### src/rtl/fetch_pkg.sv
// Shared fetch-side definitions: state encoding and instruction-memory geometry.
// Decode and the benches import this too, so keep it free of fetch internals.
package fetch_pkg;

  localparam int          IMEM_AWIDTH       = 6;
  localparam int          IMEM_RWIDTH       = 32;
  localparam logic [31:0] HALT_WORD_DEFAULT = 32'hFFFF_FFFF;

  typedef enum logic {
    RUN    = 1'b0,
    HALTED = 1'b1
  } fetch_state_t;

endpackage

### src/rtl/instruction_fetch_unit.sv
// Instruction fetch: owns the PC, reads an async-read instruction memory and
// hands registered {instr, pc} pairs to decode over a valid/ready handshake.
// Redirects flush the output slot; a halt word stops fetch until a redirect.
module instruction_fetch_unit
  import fetch_pkg::*;
#(
  parameter int                AWIDTH    = IMEM_AWIDTH,
  parameter int                RWIDTH    = IMEM_RWIDTH,
  parameter int                RESET_PC  = 0,
  parameter logic [RWIDTH-1:0] HALT_WORD = RWIDTH'(HALT_WORD_DEFAULT),
  parameter int                CWIDTH    = 16
) (
  input  logic              clk,
  input  logic              rst_n,
  output logic [AWIDTH-1:0] imem_addr,
  input  logic [RWIDTH-1:0] imem_rdata,
  input  logic              redirect_valid,
  input  logic [AWIDTH-1:0] redirect_addr,
  output logic              if_valid,
  input  logic              if_ready,
  output logic [RWIDTH-1:0] if_instr,
  output logic [AWIDTH-1:0] if_pc,
  output logic              halted,
  output logic [CWIDTH-1:0] fetch_count
);

  localparam logic [AWIDTH-1:0] PC_INIT = AWIDTH'(RESET_PC);
  localparam logic [CWIDTH-1:0] CNT_MAX = '1;

  fetch_state_t      state;
  logic [AWIDTH-1:0] pc;
  logic              slot_free;
  logic              handshake;

  // The memory is addressed straight from the PC register; no extra stage.
  assign imem_addr = pc;

  // Output slot can take a new word when empty or being drained this cycle.
  assign slot_free = !if_valid || if_ready;
  assign handshake = if_valid && if_ready;

  // Delivered-instruction counter, saturating so long runs never alias to 0.
  always_ff @(posedge clk or negedge rst_n) begin
    if (!rst_n) begin
      fetch_count <= '0;
    end else if (handshake && (fetch_count != CNT_MAX)) begin
      fetch_count <= fetch_count + 1'b1;
    end
  end

  // Fetch FSM: redirect beats everything; RUN captures when the slot is free;
  // HALTED only lets the last word drain.
  always_ff @(posedge clk or negedge rst_n) begin
    if (!rst_n) begin
      state    <= RUN;
      halted   <= 1'b0;
      pc       <= PC_INIT;
      if_valid <= 1'b0;
      if_instr <= '0;
      if_pc    <= '0;
    end else if (redirect_valid) begin
      // Any pending word is dropped; an accepted one was already counted.
      state    <= RUN;
      halted   <= 1'b0;
      pc       <= redirect_addr;
      if_valid <= 1'b0;
    end else if (state == RUN) begin
      if (slot_free) begin
        if_instr <= imem_rdata;
        if_pc    <= pc;
        if_valid <= 1'b1;
        pc       <= pc + 1'b1;
        // The halt word itself is still delivered to decode.
        if (imem_rdata == HALT_WORD) begin
          state  <= HALTED;
          halted <= 1'b1;
        end
      end
    end else begin
      // HALTED: no captures; clear valid once the last word is taken.
      if (if_ready) begin
        if_valid <= 1'b0;
      end
    end
  end

endmodule

### config.mk
export PLATFORM = sky130hd
export DESIGN_NAME = instruction_fetch_unit
export DESIGN_NICKNAME = d
export VERILOG_FILES = /design/src/rtl/fetch_pkg.sv /design/src/rtl/instruction_fetch_unit.sv
export SDC_FILE = /design/constraint.sdc
export NUM_CORES = 1
export LEC_CHECK = 0
export ABC_AREA = 1
export BUFFER_PORTS_ARGS = -buffer_cell sky130_fd_sc_hd__buf_2
export CAP_MARGIN = 20
export CORE_MARGIN = 4
export CORE_UTILIZATION = 42
export DETAILED_ROUTE_END_ITERATION = 8
export GPL_ROUTABILITY_DRIVEN = 0
export PLACE_DENSITY = 0.69
export SETUP_SLACK_MARGIN = 0.1
export SLEW_MARGIN = 40
export SYNTH_ARGS = -nofsm -noshare
export SYNTH_HDL_FRONTEND = slang
export SYNTH_SLANG_ARGS = --single-unit
### constraint.sdc
create_clock -name clk -period 1.6 [get_ports clk]
set_input_delay 0.08 -clock clk [delete_from_list [all_inputs] [get_ports clk]]
set_output_delay 0.08 -clock clk [all_outputs]
set_load 0.01 [all_outputs]
Yosys cells after proc, flatten, opt, wreduce, memory -nomap -nowiden --
Index checks and enable logic that the tools add are counted.
Operators by class: mux-type cells 15, add/sub/neg operators 2, reduce and logical (&&, ||, !) cells 11, equality and inequality tests 4, bitwise operators 2
Operators by type and width (number):
- $eq 32x32->1 const B | 1
- $mux 6 | 3
- $add 16x1->16 const B | 1
- $ne 16x16->1 const B | 1
- $mux 1 | 12
- $add 6x1->6 const B | 1
- $reduce_and 3->1 | 2
- $reduce_and 2->1 | 2
- $reduce_bool 2->1 | 2
- $ne 3x3->1 const B | 1
- $reduce_bool 3->1 | 1
- $logic_and 1x1->1 | 2
- $ne 2x2->1 const B | 1
- $not 1->1 | 2
- $logic_not 1->1 | 1
- $logic_or 1x1->1 | 1
Word-level totals: output and inout bits 62, flip-flop bits (word level) 63, input bits 42, logic and storage cells 41

Longest topological paths before layout --
Gate-level depths: netlist (run 1).
word-level depth 5, depth in mapped cells 9, gate-level depth less buffers 8

Least setup slack after synthesis (run 1) --
OpenSTA, ideal clock, no wires.
path type reg2reg, from register fetch_count[0], to register fetch_count[9], buffers on the path 1, required time 1.482 ns, period minus slack after synthesis 1.586 ns, cell stages (with the launch flop) 10, arrival time 1.468 ns, slack 0.014 ns, setup time 0.118 ns, cells stage by stage dfrtp_1 > ha_1 > inv_2 > nor2_4 > nand2_4 > nor2_4 > nor2_2 > buf_6 > nand2_2 > o21ai_2
Between the ends: word-level cells in the longest chain between the ends 2, elaborated cells on any way between the ends 3, classes of those cells add/sub (1); eq/ne (1); reduce/logical (1)
Ends and longest elaborated chain:
- start, declared | line instruction_fetch_unit.sv:24 | output logic [CWIDTH-1:0] fetch_count
- start signal, assigned | line instruction_fetch_unit.sv:47 | fetch_count <= fetch_count + 1'b1;
- parallel branches: the longest is 2 deep, another holds $add 16x1->16
Several ways; the timed one is not identified. A chain may end at the register's enable or synchronous reset.

Final worst setup path (run 1) --
from register fetch_count[0], to register fetch_count[4]
Same word-level chain as after synthesis.

==> results.yml, run 1 <==
clock_network:
  cts_tree: "done"
  clock_sinks: 63
  clk_path_buf_depth: 2
  postCtsSetupBuffers: 0
  ctsHtreeMaxLevel: 3
  numCtsBuffers: 9
  clockRootBuffer: "clkbuf_8"
  clock_latency_ns: 0.33
  clkTransAtPathRegs_ns: 0.07
grt:
  met2_usage: 0.337
  gr-total-overflow: 0
  grt.total_usage: 0.211
  use_met3: 0.0617
  grtUsageMet1: 0.268
  top_usage_layer: "met2"
  antenna_found_initial: 0
  grt_first_pass_wirelength_um: 14700
  grt_max_degree: 44
  grt_pass1_vias: 3205
routing:
  vias: 3137
  ant_nets: 0
  wl_per_cell_um: 12.9
  drtIter0Drc: 154
  avgViaCountPerCell: 4.71
  drcViolationCount: 0
  wl_um: 8570
  first_pass_iters: 5
power_and_ir_drop:
  clock_power_share: 0.296
  power_uw: 4960
  p_int_uw: 3380
  leakage_uw: 0.00240
  p_switching_uw: 1580
  powerDensity_nw_per_um2: 1110
  switching_share: 0.318
  seqPwrFrac: 0.408
  vdd_drop_max_mv: 0.560
  p_comb_frac: 0.295
logic_synthesis:
  synth.mux.area_fraction: 0
  synth.area.top_cells: "dfrtp_1 (51%), nand2_1 (24%), nor2_1 (3.0%), inv_1 (2.8%), nand3_1 (2.4%)"
  syn_avg_cell_area_sq_um: 7.77
  synthAdderAreaFrac: 0.00812
  synth-async-reset-ratio: 1.00
  synth_commonest_cells: "nand2_1 (196), dfrtp_1 (63), nor2_1 (25)"
  synth_cells: 397
  synthXorXnorAreaFrac: 0.0142
  synth_top_area_frac: 0.511
  netlist_area_sq_um: 3080
  synthFlopType: "dfrtp_1"
  synthSimpleGateAreaFrac: 0.347
  synth_most_common_cell: "nand2_1"
  yosysTopAreaCell: "dfrtp_1"
  synth.distinct_cells: 27
  yosysWarnings: 0
  synth_seq_cells: 63
  synth_compound_gate_area_share: 0.0649
  synth-edff-count: 0
  synth_top_family_by_area: "simple AND/OR/NAND/NOR gates"
  syn_nets: 441
  synth-seq-area-share: 0.511
worst_setup_path:
  worstSetupEndpointType: "flop"
  cpMostUsedCell: "nand2_1"
  arrival_ns: 1.68
  crit_family: "simple AND/OR/NAND/NOR gates"
  cp-start-kind: "flop"
  cp_slowest_cell: "dfrtp_2"
  crit_required_ns: 1.87
  path_cells: "ha_2 -> inv_2 -> nor2_4 -> nand2_4 -> buf_4 -> o21bai_2 -> nand2_1 -> nand2_1"
  crit_type: "flop to flop"
  max_stage_delay_ns: 0.36
  crit_fanout: 5
  path_buf_inv: 2
sta:
  hold_violations: 0
  worst_pin_slew_ns: 0.402
  drv_slew: 0
  setup_violations: 0
  holdWs_ns: 0.0107
  fmax_mhz: 710
  relSlewSlack: 0.731
  fin_crit_ns: 1.41
  finalCritPeriodShare: 0.880
  rsz0062_at_grt: "yes"
  clock_skew_ns: 0.0101
die:
  dieWidth_um: 93.7
  initial_utilization: 0.444
  io_pins: 104
  dieHeight_um: 93.7
  rows: 30
  core_sq_um: 6940
  fp.dieArea_sq_um: 8780
job:
  drv_cap: 0
min_path:
  holdCritPathClass: "primary input to flop"
finish:
  syn2layout_area_growth_pct: 44.8
  diodes: 0
  nets: 609
  layout-drive-gt1-share: 0.312
placed_design:
  dpl.hpwl_um: 5970
  portBuffers: 103
run_status:
  status: "finished clean"
[per-layer routing]
layer  share of wire  vias up
met1            0.44     1438
met2            0.47      100
met5               0        -
met4           0.023        0
met3           0.068       18
li1                -     1581
[worst paths after layout]
check	start	endpoint	slack (ns)	depth (start not counted)
worst min-delay path	imem_rdata[6]	if_instr[6]	0.01	3
worst max-delay path	fetch_count[0]	fetch_count[4]	0.19	8
min in group asynchronous	rst_n	fetch_count[3]	0.19	2
worst min register to register	if_instr[16]	if_instr[16]	0.48	2
worst max register to register	fetch_count[0]	fetch_count[4]	0.19	8
max in group asynchronous	rst_n	state	0.87	3
[timing repair]
item	CTS	global route
setup endpoints to repair	15	12
pin swaps	1	2
cloned	1	1
hold endpoints to repair	93	0
resized for setup	1	2
hold buffers	31	0
[placed cells by master, fill, tap and decap left out, drive strengths merged]
cell type and count:
nor3 3, dlygate4sd3 31, a21oi 1, dfrtp 63, ha 2, o21ai 23
xor2 3, inv 27, xnor2 2, a31oi 1, clkbuf 13, buf 134
bufinv 2, o22ai 1, o21bai 2, nand2 206, nand3 15, nor2 32
o211ai 3, nand4 5, clkinvlp 1
[tightest hold or removal path: cells and delay by family]
| kind | cells | cell delay (ns) |
|---|---|---|
| buffers and inverters | 2 | 0.14 |
| AOI/OAI and AO/OA | 1 | 0.08 |
[sequential cells by signal (all words and copies together), names as in the netlist]
signal       count
fetch_count     16
halted           1
if_instr        32
if_pc            6
if_valid         1
imem_addr        6
state            1
[stage by stage]
step,TNS [ns],worst slack [ns],cell area (sq um),std cells,utilization
6_report,0,0.191,4460,666,0.643
3_3_place_gp,-3.66,-0.299,3920,617,0.564
5_1_grt,0,0.0641,4460,666,0.643
4_1_cts,0,0.161,4450,665,0.641
2_1_floorplan,0,0.113,3090,397,-
3_5_place_dp,0,0.00545,3920,617,0.565
[cell type report]
type,instances,area (sq um)
clock buffer,13,139
clock inverter,3,67.6
fill,605,2480
inverter,27,101
multi-input combinational,299,1380
sequential,63,1580
tap,96,120
timing repair buffer,165,1080
[power groups by stage]
stage               sequential (uW)  clock, uW  combinational (uW)
CTS                            2020       1500                1470
finish                         2030       1470                1470
floorplan                      2220          0                 532
global placement               2030          0                1370
global route                   2060       1580                1660
detailed placement             2050          0                1410
[logic make-up after synthesis]
| logic type | count (synthesis) |
|---|---|
| AND/OR/NAND/NOR | 260 |
| flip-flops | 63 |
| buffers and inverters | 37 |
| AO/OA/AOI/OAI | 30 |
| XOR/XNOR | 5 |
| adder cells (fa/ha/maj) | 2 |
(Power assumes the default switching activity.)
==> run 2, diff against run 1 <==
Settings changed: CELL_PAD_IN_SITES_DETAIL_PLACEMENT from default to 0, CELL_PAD_IN_SITES_GLOBAL_PLACEMENT from default to 2, CORE_MARGIN 4 to 2, CORE_UTILIZATION 42 to 28, PLACE_DENSITY 0.69 to default, PLACE_DENSITY_LB_ADDON from default to 0.1.
==> run 2 against run 1 <==
First-iteration DRC count up 28%. Design area increased by 2.2%. Die area increased by 35%. Via count decreased by 4.0%. Clock-buffer cell count is 1 lower. Setup slack better by 0.014 ns. Sequential power is essentially flat. Non-clock buffer count rose by 6. Highest routed layer unchanged. Largest power group unchanged. Utilization shrank 22 points. Routed wire length grew 4.4%. Critical endpoint is now fetch_count[15].
==> results.yml, run 2 (synthesis gave the netlist of run 1 again) <==
run_status:
  status: "finished clean"
finish:
  reg.largest.list: "if_instr x32, fetch_count x16"
  diodes: 0
  nets: 613
  layout-drive-gt1-share: 0.317
  largest_register: "if_instr"
  post-route-util: 0.423
  final_cell_count_no_fill: 714
  final_common_cell: "nand2_1"
  largest_reg_flops: 32
  syn2layout_area_growth_pct: 47.9
  mostFrequentLayoutCells: "nand2_1 (196), buf_2 (103), dfrtp_1 (62)"
worst_setup_path:
  cp-start-kind: "flop"
  crit_required_ns: 1.82
  crit_type: "flop to flop"
  worstSetupEndpointType: "flop"
  arrival_ns: 1.62
  crit_fanout: 5
power_and_ir_drop:
  vdd_drop_max_mv: 0.462
  powerDensity_nw_per_um2: 1070
  leakage_uw: 0.00244
die:
  io_pins: 104
  dieWidth_um: 109
  rows: 38
  dieHeight_um: 109
  fp.dieArea_sq_um: 11900
  initial_utilization: 0.286
  core_sq_um: 10800
clock_network:
  numCtsBuffers: 9
  clkTransAtPathRegs_ns: 0.07
  clk_path_buf_depth: 2
  clock_sinks: 63
  ctsHtreeMaxLevel: 3
  clock_latency_ns: 0.33
  cts_tree: "done"
  clockRootBuffer: "clkbuf_8"
sta:
  setup_violations: 0
  clock_skew_ns: 0.00972
  worst_pin_slew_ns: 0.501
  drv_slew: 0
  holdWs_ns: 0.0232
  hold_violations: 0
  relSlewSlack: 0.666
  rsz0062_at_grt: "yes"
  layout_setup_ws_ns: 0.205
  finalCritPeriodShare: 0.872
  fmax_mhz: 717
  setup_tns_ns: 0
  fin_crit_ns: 1.39
placed_design:
  dpl.hpwl_um: 6610
  portBuffers: 103
  dp_slack_ns: 0.0355
  dp_cells: 659
grt:
  top_usage_layer: "met2"
  met2_usage: 0.262
  grt_first_pass_wirelength_um: 14200
  grtUsageMet1: 0.195
  grt_pass1_vias: 2858
  grt.total_usage: 0.158
  antenna_found_initial: 0
  use_met3: 0.0377
  grt_max_degree: 35
  gr-total-overflow: 0
routing:
  vias: 3011
  ant_nets: 0
  drcViolationCount: 0
  first_pass_iters: 4
  avgViaCountPerCell: 4.22
  wl_per_cell_um: 12.5
  wl_um: 8940
  drtIter0Drc: 197
min_path:
  holdCritPathClass: "primary input to flop"
job:
  drv_cap: 0
run 2: changes by cell type in the layout (fill, tap and decap cells not counted), sizes merged:
| cell | delta |
|---|---|
| o21bai | -1 |
| bufinv | -1 |
| clkinvlp | -1 |
| clkinv | +3 |
| dlygate4sd3 | +4 |
| clkbuf | -1 |
| nor2 | -1 |
| buf | +2 |
run 2: final cells by class:
type	instances	area (sq um)
fill	1123	6230
clock buffer	12	155
tap	140	175
sequential	63	1580
clock inverter	4	45.0
timing repair buffer	171	1150
inverter	27	101
multi-input combinational	297	1360
run 2: path summary, 6_finish.rpt:
check                      slack, ns              end  depth (start not counted)      startpoint
setup reg to reg                0.21  fetch_count[15]                          8  fetch_count[2]
hold reg to reg                 0.47         if_pc[1]                          2        if_pc[1]
hold / removal                  0.02     if_instr[10]                          3  imem_rdata[10]
setup / recovery                0.21  fetch_count[15]                          8  fetch_count[2]
min in group asynchronous       0.24   fetch_count[9]                          2           rst_n
max in group asynchronous       0.79         if_pc[0]                          3           rst_n
run 2: where the power goes:
group	internal (uW)	total (uW)	leakage, uW	switching (uW)
Clock	797	1390	0.000106	595
Sequential	1850	2030	0.000785	181
Combinational	656	1460	0.00155	804
run 2: worst max-delay path, stage by stage, from the launching register on:
cell	delay, ns
dfrtp_1	0.38
buf_4	0.14
nand2_1	0.11
nor2_4	0.18
nand2_1	0.12
o21ai_0	0.18
nand2_1	0.08
nand2_1	0.06
nand2_1	0.04
run 2: per-layer routing:
| metal | vias up | part of all wire |
|---|---|---|
| li1 | 1574 | - |
| met1 | 1351 | 0.44 |
| met2 | 72 | 0.50 |
| met3 | 14 | 0.049 |
| met4 | 0 | 0.018 |
| met5 | - | 0 |
run 2: what timing repair did:
| action | in CTS | in global routing |
|---|---|---|
| hold buffers | 34 | 1 |
| setup endpoints to repair | 11 | 10 |
| buffers inserted | 0 | 4 |
| pin swaps | 0 | 2 |
| gates resized for setup | 1 | 2 |
| endpoints found under the hold margin | 50 | 1 |
| cloned | 0 | 0 |
run 2: stage by stage:
stage	total power (uW)	cell area [sq um]
after floorplan	2750	3090
after global routing	5260	4560
after global placement	3460	3960
final	4890	4560
after detailed placement	3460	3960
after CTS	4970	4500
